===== src/rtl/pin_pkg.sv =====
// Shared types and helpers for the GPIO pad driver and its neighbouring bus logic.
package pin_pkg;

    typedef enum logic [2:0] {
        ST_IDLE  = 3'd0,
        ST_SETUP = 3'd1,
        ST_DRIVE = 3'd2,
        ST_HOLD  = 3'd3,
        ST_TURN  = 3'd4
    } pin_drv_state_t;

    // The bus idles high; replicate this bit to any data width.
    localparam logic DOUT_IDLE = 1'b1;

    // Width of a counter able to reach the largest of three cycle counts, at least 1 bit.
    function automatic int cnt_width(input int a, input int b, input int c);
        int m;
        m = a;
        if (b > m) m = b;
        if (c > m) m = c;
        if ($clog2(m + 1) < 1) return 1;
        return $clog2(m + 1);
    endfunction

endpackage


===== src/rtl/tick_timer.sv =====
// Ena-gated up-counter with a terminal-count flag at a run-time selectable limit.
module tick_timer #(
    parameter int W = 2
) (
    input  logic         clk,
    input  logic         reset,
    input  logic         ena,
    input  logic         clear,
    input  logic [W-1:0] limit,
    output logic         tc
);

    logic [W-1:0] count_reg;

    // Saturates at limit-1 so the count never wraps while a state lingers.
    assign tc = (count_reg == (limit - W'(1)));

    always_ff @(posedge clk or posedge reset) begin
        if (reset) begin
            count_reg <= '0;
        end else if (clear) begin
            count_reg <= '0;
        end else if (ena && !tc) begin
            count_reg <= count_reg + W'(1);
        end
    end

endmodule


===== src/rtl/pin_driver.sv =====
// Tri-state pad sequencer: setup, drive, hold and turnaround phases around a level request.
module pin_driver
    import pin_pkg::*;
#(
    parameter int WIDTH     = 8,
    parameter int SETUP_CYC = 1,
    parameter int HOLD_CYC  = 2,
    parameter int TURN_CYC  = 1
) (
    input  logic             clk,
    input  logic             reset,
    input  logic             ena,
    input  logic             drv_req,
    input  logic [WIDTH-1:0] din,
    output logic [WIDTH-1:0] dout,
    output logic             oe,
    output logic             busy,
    output logic             done
);

    localparam int CW = cnt_width(SETUP_CYC, HOLD_CYC, TURN_CYC);
    localparam logic [WIDTH-1:0] DOUT_REST = {WIDTH{DOUT_IDLE}};
    localparam logic [CW-1:0] SETUP_LIM = CW'(SETUP_CYC);
    localparam logic [CW-1:0] HOLD_LIM  = CW'(HOLD_CYC);
    localparam logic [CW-1:0] TURN_LIM  = CW'(TURN_CYC);

    pin_drv_state_t   state_reg, state_next;
    logic             oe_reg, oe_next;
    logic [WIDTH-1:0] dout_reg, dout_next;
    logic             done_reg, done_next;
    logic             busy_reg;
    logic             do_release;
    logic [CW-1:0]    timer_limit;
    logic             timer_clear;
    logic             timer_tc;

    always_comb begin
        timer_limit = CW'(1);
        case (state_reg)
            ST_SETUP: timer_limit = SETUP_LIM;
            ST_HOLD:  timer_limit = HOLD_LIM;
            ST_TURN:  timer_limit = TURN_LIM;
            default:  timer_limit = CW'(1);
        endcase
    end

    // Restart the count on every state entry so each timed phase starts from zero.
    assign timer_clear = (state_next != state_reg);

    tick_timer #(
        .W(CW)
    ) u_timer (
        .clk   (clk),
        .reset (reset),
        .ena   (ena),
        .clear (timer_clear),
        .limit (timer_limit),
        .tc    (timer_tc)
    );

    always_comb begin
        state_next = state_reg;
        oe_next    = oe_reg;
        dout_next  = dout_reg;
        done_next  = 1'b0;
        do_release = 1'b0;
        case (state_reg)
            ST_IDLE: begin
                oe_next = 1'b0;
                if (ena && drv_req) begin
                    dout_next = din;
                    if (SETUP_CYC > 0) begin
                        state_next = ST_SETUP;
                    end else begin
                        state_next = ST_DRIVE;
                        oe_next    = 1'b1;
                    end
                end
            end
            ST_SETUP: begin
                if (ena) begin
                    if (!drv_req) begin
                        // Abort before oe ever rose: no turnaround and no done pulse.
                        state_next = ST_IDLE;
                        dout_next  = DOUT_REST;
                    end else if (timer_tc) begin
                        state_next = ST_DRIVE;
                        oe_next    = 1'b1;
                        dout_next  = din;
                    end
                end
            end
            ST_DRIVE: begin
                if (ena) begin
                    if (drv_req) begin
                        dout_next = din;
                    end else if (HOLD_CYC > 0) begin
                        state_next = ST_HOLD;
                    end else begin
                        do_release = 1'b1;
                    end
                end
            end
            ST_HOLD: begin
                if (ena && timer_tc) begin
                    do_release = 1'b1;
                end
            end
            ST_TURN: begin
                if (ena && timer_tc) begin
                    state_next = ST_IDLE;
                end
            end
            default: begin
                state_next = ST_IDLE;
                oe_next    = 1'b0;
                dout_next  = DOUT_REST;
            end
        endcase
        if (do_release) begin
            oe_next    = 1'b0;
            done_next  = 1'b1;
            dout_next  = DOUT_REST;
            state_next = (TURN_CYC > 0) ? ST_TURN : ST_IDLE;
        end
    end

    always_ff @(posedge clk or posedge reset) begin
        if (reset) begin
            state_reg <= ST_IDLE;
            oe_reg    <= 1'b0;
            dout_reg  <= DOUT_REST;
            done_reg  <= 1'b0;
            busy_reg  <= 1'b0;
        end else begin
            state_reg <= state_next;
            oe_reg    <= oe_next;
            dout_reg  <= dout_next;
            done_reg  <= done_next;
            busy_reg  <= (state_next != ST_IDLE);
        end
    end

    assign dout = dout_reg;
    assign oe   = oe_reg;
    assign busy = busy_reg;
    assign done = done_reg;

endmodule


===== config.mk =====
export PLATFORM = sky130hd
export DESIGN_NAME = pin_driver
export DESIGN_NICKNAME = d
export VERILOG_FILES = /design/src/rtl/pin_pkg.sv /design/src/rtl/tick_timer.sv /design/src/rtl/pin_driver.sv
export SDC_FILE = /design/constraint.sdc
export NUM_CORES = 1
export LEC_CHECK = 0
export ABC_CLOCK_PERIOD_IN_PS = 1410
export BUFFER_PORTS_ARGS = -buffer_cell sky130_fd_sc_hd__buf_2
export CAP_MARGIN = 30
export CELL_PAD_IN_SITES_DETAIL_PLACEMENT = 2
export CELL_PAD_IN_SITES_GLOBAL_PLACEMENT = 2
export CORE_MARGIN = 8
export CORE_UTILIZATION = 29
export DETAILED_ROUTE_END_ITERATION = 7
export GPL_TIMING_DRIVEN = 0
export PLACE_DENSITY_LB_ADDON = 0.1
export SLEW_MARGIN = 20
export SYNTH_ARGS = -nofsm -noshare
export SYNTH_HDL_FRONTEND = slang
export SYNTH_SLANG_ARGS = --single-unit

===== constraint.sdc =====
create_clock -name clk -period 1.41 [get_ports clk]
set_input_delay 0.2115 -clock clk [delete_from_list [all_inputs] [get_ports clk]]
set_output_delay 0.2115 -clock clk [all_outputs]
set_load 0.05 [all_outputs]

; ---- After elaboration in Yosys (flattened, before gate mapping)
; Index checks and enable logic that the tools add are counted.
[totals]
reg_bits = 16
inputBits = 12
output_inout_bits = 11
[op_classes]
addsub = 2
eq_ne = 15
muxes = 28
reduce_logical = 11
[ops]
columns = cell, n
row1 = two-way mux 8 bit, 7
row2 = one-hot mux 8 bit (4 select lines), 1
row3 = two-way mux 3 bit, 8
row4 = inequality test 3 bit (second input constant), 6
row5 = one-hot mux 3 bit (5 select lines), 1
row6 = two-way mux 1 bit, 7
row7 = == test 3 x 2 -> 1 bit (second input constant), 2
row8 = two-way mux 2 bit, 3
row9 = AND reduction 6 bit, 1
row10 = inequality test 2 x 1 -> 1 bit (second input constant), 2
row11 = inequality test 4 bit (second input constant), 1
row12 = AND reduction 4 bit, 1
row13 = == test 3 x 1 -> 1 bit (second input constant), 1
row14 = == test 3 bit (second input constant), 1
row15 = logical AND 1 bit, 3
row16 = logical NOT 3 bit, 1
row17 = inequality test 3 bit, 1
row18 = nonzero test 3 bit, 1
row19 = OR reduction 3 bit, 1
row20 = adder 2 x 1 -> 2 bit (second input constant), 1
row21 = == test 2 bit, 1
row22 = one-hot mux 1 bit (2 select lines), 1
row23 = nonzero test 2 bit, 1
row24 = OR reduction 2 bit, 1
row25 = 2 further kinds, 2

; ---- Depth between registers and ports, before layout
[logic_depth]
depth_word = 11
depth_mapped = 6
ltp_nobuf = 4

; ---- Modules after synthesis
; Synthesis repeated with hierarchy kept, for this count alone.
[hier_totals]
cells_unflattened = 92
area_unflattened_um2 = 1002.2
[modules_own_cells]
columns = module, n_inst, cells_each, area_per_inst_um2
row1 = pin_driver, 1, 74, 840.8
row2 = tick_timer, 1, 18, 161.4

; ---- Least setup slack after synthesis
; OpenSTA, ideal clock, no wires.
[synth_path]
kind = flip-flop to flip-flop
from = reg state_reg[1]
to = reg u_timer.count_reg[0]
arrival_ns = 1.193
setup_slack_ns = 0.080
stages_incl_launch_ff = 7
n_path_buf = 2
period_less_slack_ns = 1.330
path_cell_list = dfrtp_1 > buf_6 > buf_6 > nor3b_1 > a21oi_1 > a21boi_2 > nor4_2
[synth_between]
elab_chain_cells = 11
elab_cells_between_ends = 25
[synth_lines]
columns = item, line_no
row1 = from (decl), pin_driver.sv:27  ; pin_drv_state_t state_reg, state_next;
row2 = from (signal assigned), pin_driver.sv:136  ; state_reg <= state_next;
row3 = == test 3 x 2 -> 1 bit, "pin_driver.sv:39, pin_driver.sv:67"
row4 = two-way mux 2 bit, pin_driver.sv:39  ; case (state_reg)
row5 = subtractor 2 x 1 -> 2 bit, tick_timer.sv:16  ; assign tc = (count_reg == (limit - W'(1)));
row6 = == test 2 bit, tick_timer.sv:16
row7 = two-way mux 3 bit, pin_driver.sv:86  ; end else if (timer_tc) begin
row8 = two-way mux 3 bit, pin_driver.sv:82  ; if (!drv_req) begin
row9 = two-way mux 3 bit, pin_driver.sv:81  ; if (ena) begin
row10 = one-hot mux 3 bit (5 select lines), pin_driver.sv:67  ; case (state_reg)
row11 = two-way mux 3 bit, pin_driver.sv:120  ; if (do_release) begin
row12 = inequality test 3 bit, pin_driver.sv:48  ; assign timer_clear = (state_next != state_reg);
row13 = two-way mux 2 bit / nonzero test 2 bit (equally long branches), --
row14 = to (signal assigned), tick_timer.sv:24  ; count_reg <= count_reg + W'(1);
row15 = to (decl), tick_timer.sv:13  ; logic [W-1:0] count_reg;
; Several ways; a longest one is shown, not always the timed one.
; A chain may end at the register's enable or synchronous reset.

; ---- Worst setup path in the final report
[layout_path]
from = reg u_timer.count_reg[1]
to = reg u_timer.count_reg[0]
[layout_between]
elab_chain_cells = 8
elab_cells_between_ends = 15
[layout_lines]
columns = item, line_no
row1 = == test 2 bit (*), tick_timer.sv:16
row2 = two-way mux 3 bit, pin_driver.sv:86
row3 = two-way mux 3 bit, pin_driver.sv:82
row4 = two-way mux 3 bit, pin_driver.sv:81
row5 = one-hot mux 3 bit (5 select lines), pin_driver.sv:67
row6 = two-way mux 3 bit, pin_driver.sv:120
row7 = inequality test 3 bit, pin_driver.sv:48
row8 = two-way mux 2 bit / nonzero test 2 bit (equally long branches), --
; Every way passes the cells marked *; elsewhere a longest branch is shown, timed or not.

==> metrics.txt <==
status=finished with violations; failing checks=negative hold slack, negative setup slack; Worst R2R Path Depth=5; Final Cell Area=1270 um2; Setup crit start=u_timer.count_reg[1]; latest clock arrival within the worst-skew pair=0.29 ns; largest net degree at the start of global routing=17; max cap viols=0; Max Clk Rate=646 MHz; setup slack, reg-to-reg=-0.14 ns; Tmin final=1.55 ns; Util after Layout=42.3%; routed vias/inst=5.41; RSZ-0062 raised after global routing=yes; Fin. Hold Viols=8; first-pass GRT wire length=4690 um; die footprint=5170 um2; synth top area cells=dfstp_2, dfrtp_1, o22a_1; Synth cell types=37; RR Endpoint=u_timer.count_reg[0]; initial antenna violation count=0; Ant. Diodes=0; GR Overflow Total=0; Setup crit start kind=register; most frequent cells in the layout=buf_2, buf_4, o22a_1, dfrtp_1, dfstp_2; Worst VDD drop=581 uV; worst path required time=1.58 ns; TritonCTS clock tree=done; clk sink count=16; post-synth top area share=23.2%; multi-input logic area=517 um2; max reg flops=8; Post-Syn Nets=95; post-synthesis sequential area ratio=45.2%; hold crit path type=input pin to asynchronous set/reset pin; Via Count=811; FF+latch count, synth=16; relative slew slack=58.4%; dpl cell area=1050 um2; Leak=0.545 nW; clk slew on worst S/H paths=0.11 ns; I/O Pins=23; CTS buffer count=3; P&R area growth vs syn=39.9%; skew final=0.00567 ns; Initial Util=30.2%; Core Area=3000 um2; Crit Path Class=register to register; First-pass DRT Iterations=2; final worst slack=-0.139 ns; nets=130; antenna viol nets, final=0; Routed WL=3110 um; cell count after synthesis=83; crit-path max FO=6; Worst-Margin Slew=0.623 ns; gpl congestion=0.739; Filler Cell Count=334; Min Hold Slack=-0.0242 ns; CTS root buf=clkbuf_4; die width=71.9 um; Critical R2R Launch=u_timer.count_reg[1]; DRC viols=0; wire per inst=20.8 um; CTS H-tree depth=1; fraction of layout cells with a size suffix above 1=62.4%; syn avg cell area=10.9 um2; Yosys Warn Count=0; max-slew violations=0; Final period util=110%; Crit path arrival time=1.72 ns; synthesized area=907 um2; most common cell after layout, fill and taps aside=buf_2; gr usage total=11.6%; Setup violations, final=9; vias in the first global route=922; crit path to=u_timer.count_reg[0]; register area=410 um2; hpwl dp=1940 um; top cell type by total area after synthesis=dfstp_2; Crit. End Element=register; PD cells=2700 nW/um2; Rows=20; DR iter-0 viols=23; CTS Hold Bufs=0; PortBufs=21; Die Ht=71.9 um; Clock Path Buffers=2
metal layers:
| layer | wire length (um) | track usage, % | up-vias | part of all wire [%] |
|---|---|---|---|---|
| met5 | 0 | 0 | - | 0 |
| met4 | 85 | 4.08 | 0 | 2.7 |
| met3 | 154 | 2.48 | 8 | 4.9 |
| met2 | 1640 | 21.2 | 22 | 53 |
| met1 | 1230 | 12.8 | 405 | 40 |
| li1 | - | - | 376 | - |
synthesized netlist by cell type (all sizes together):
| cell type | n |
|---|---|
| a21oi | 7 |
| or2 | 1 |
| o22a | 8 |
| o311ai | 1 |
| o211ai | 1 |
| o211a | 1 |
| buf | 8 |
| o21ai | 3 |
| and4b | 1 |
| nor2 | 5 |
| nand2 | 4 |
| nand3b | 1 |
| nor3b | 4 |
| a211oi | 2 |
| nand3 | 2 |
| nor4b | 1 |
| and2b | 1 |
| dfstp | 8 |
| a32o | 1 |
| and3b | 1 |
| dfrtp | 8 |
| inv | 3 |
| xnor2 | 1 |
| a21boi | 1 |
| nor3 | 2 |
| mux2i | 1 |
| o31ai | 1 |
| o22ai | 1 |
| xor2 | 1 |
| a31oi | 1 |
| nor4 | 1 |
| or2b | 1 |
area by class of cell:
cell class,instances,area share [%]
timing repair buffer,30,13.6
multi-input combinational,56,40.7
inverter,3,0.888
sequential,16,32.3
buffer,8,6.31
clock buffer,4,2.86
tap,33,3.25
report_power, final:
group / internal (mW) / switching, mW / leakage [nW] / total (mW)
Combinational: 0.861 / 1.41 / 0.338 / 2.27
Clock: 0.157 / 0.160 / 0.0210 / 0.317
Sequential: 0.732 / 0.108 / 0.186 / 0.841
logic make-up after synthesis:
kind of cell / count (synthesis) / synth area share, %
buf+inv: 11 / 8.27
simple gates: 25 / 20.1
compound gates: 28 / 23.3
flops: 16 / 45.2
mux: 1 / 1.10
xor+xnor: 2 / 1.93
repair_timing:
action / in CTS / in global routing
buffers inserted: 5 / 4
resized for setup: 17 / 9
pin swaps: 9 / 16
setup endpoints to repair: 12 / 13
worst min path at each step:
stage	startpoint	to	slack, ns	cells after the start
finish	reset	oe	-0.02	2
global route	reset	busy	0.03	2
CTS	reset	busy	0.001	2
detailed placement	reset	busy	0.34	2
global placement	reset	state_reg[1]	0.31	2
floorplan	reset	busy	0.12	1
stage by stage:
step | setup slack (ns) | TNS [ns] | cells | hold slack (ns) | total power, mW
floorplan | 0.0801 | 0 | 83 | 0.120 | 2.25
global placement | -0.0642 | -0.542 | 137 | 0.313 | 2.59
detailed placement | -0.0834 | -0.778 | 137 | 0.338 | 2.64
CTS | -0.0114 | -0.0114 | 146 | 0.00132 | 3.24
global route | -0.208 | -0.837 | 150 | 0.0328 | 3.61
finish | -0.139 | -0.320 | 150 | -0.0242 | 3.42
critical path, cell delays in order, from the launching register on:
cell      delay, ns
dfrtp_1        0.37
buf_6          0.14
and3b_2        0.22
a21oi_2        0.19
a21boi_2       0.11
nor4_2         0.38
Power figures use the tool's default switching activity.
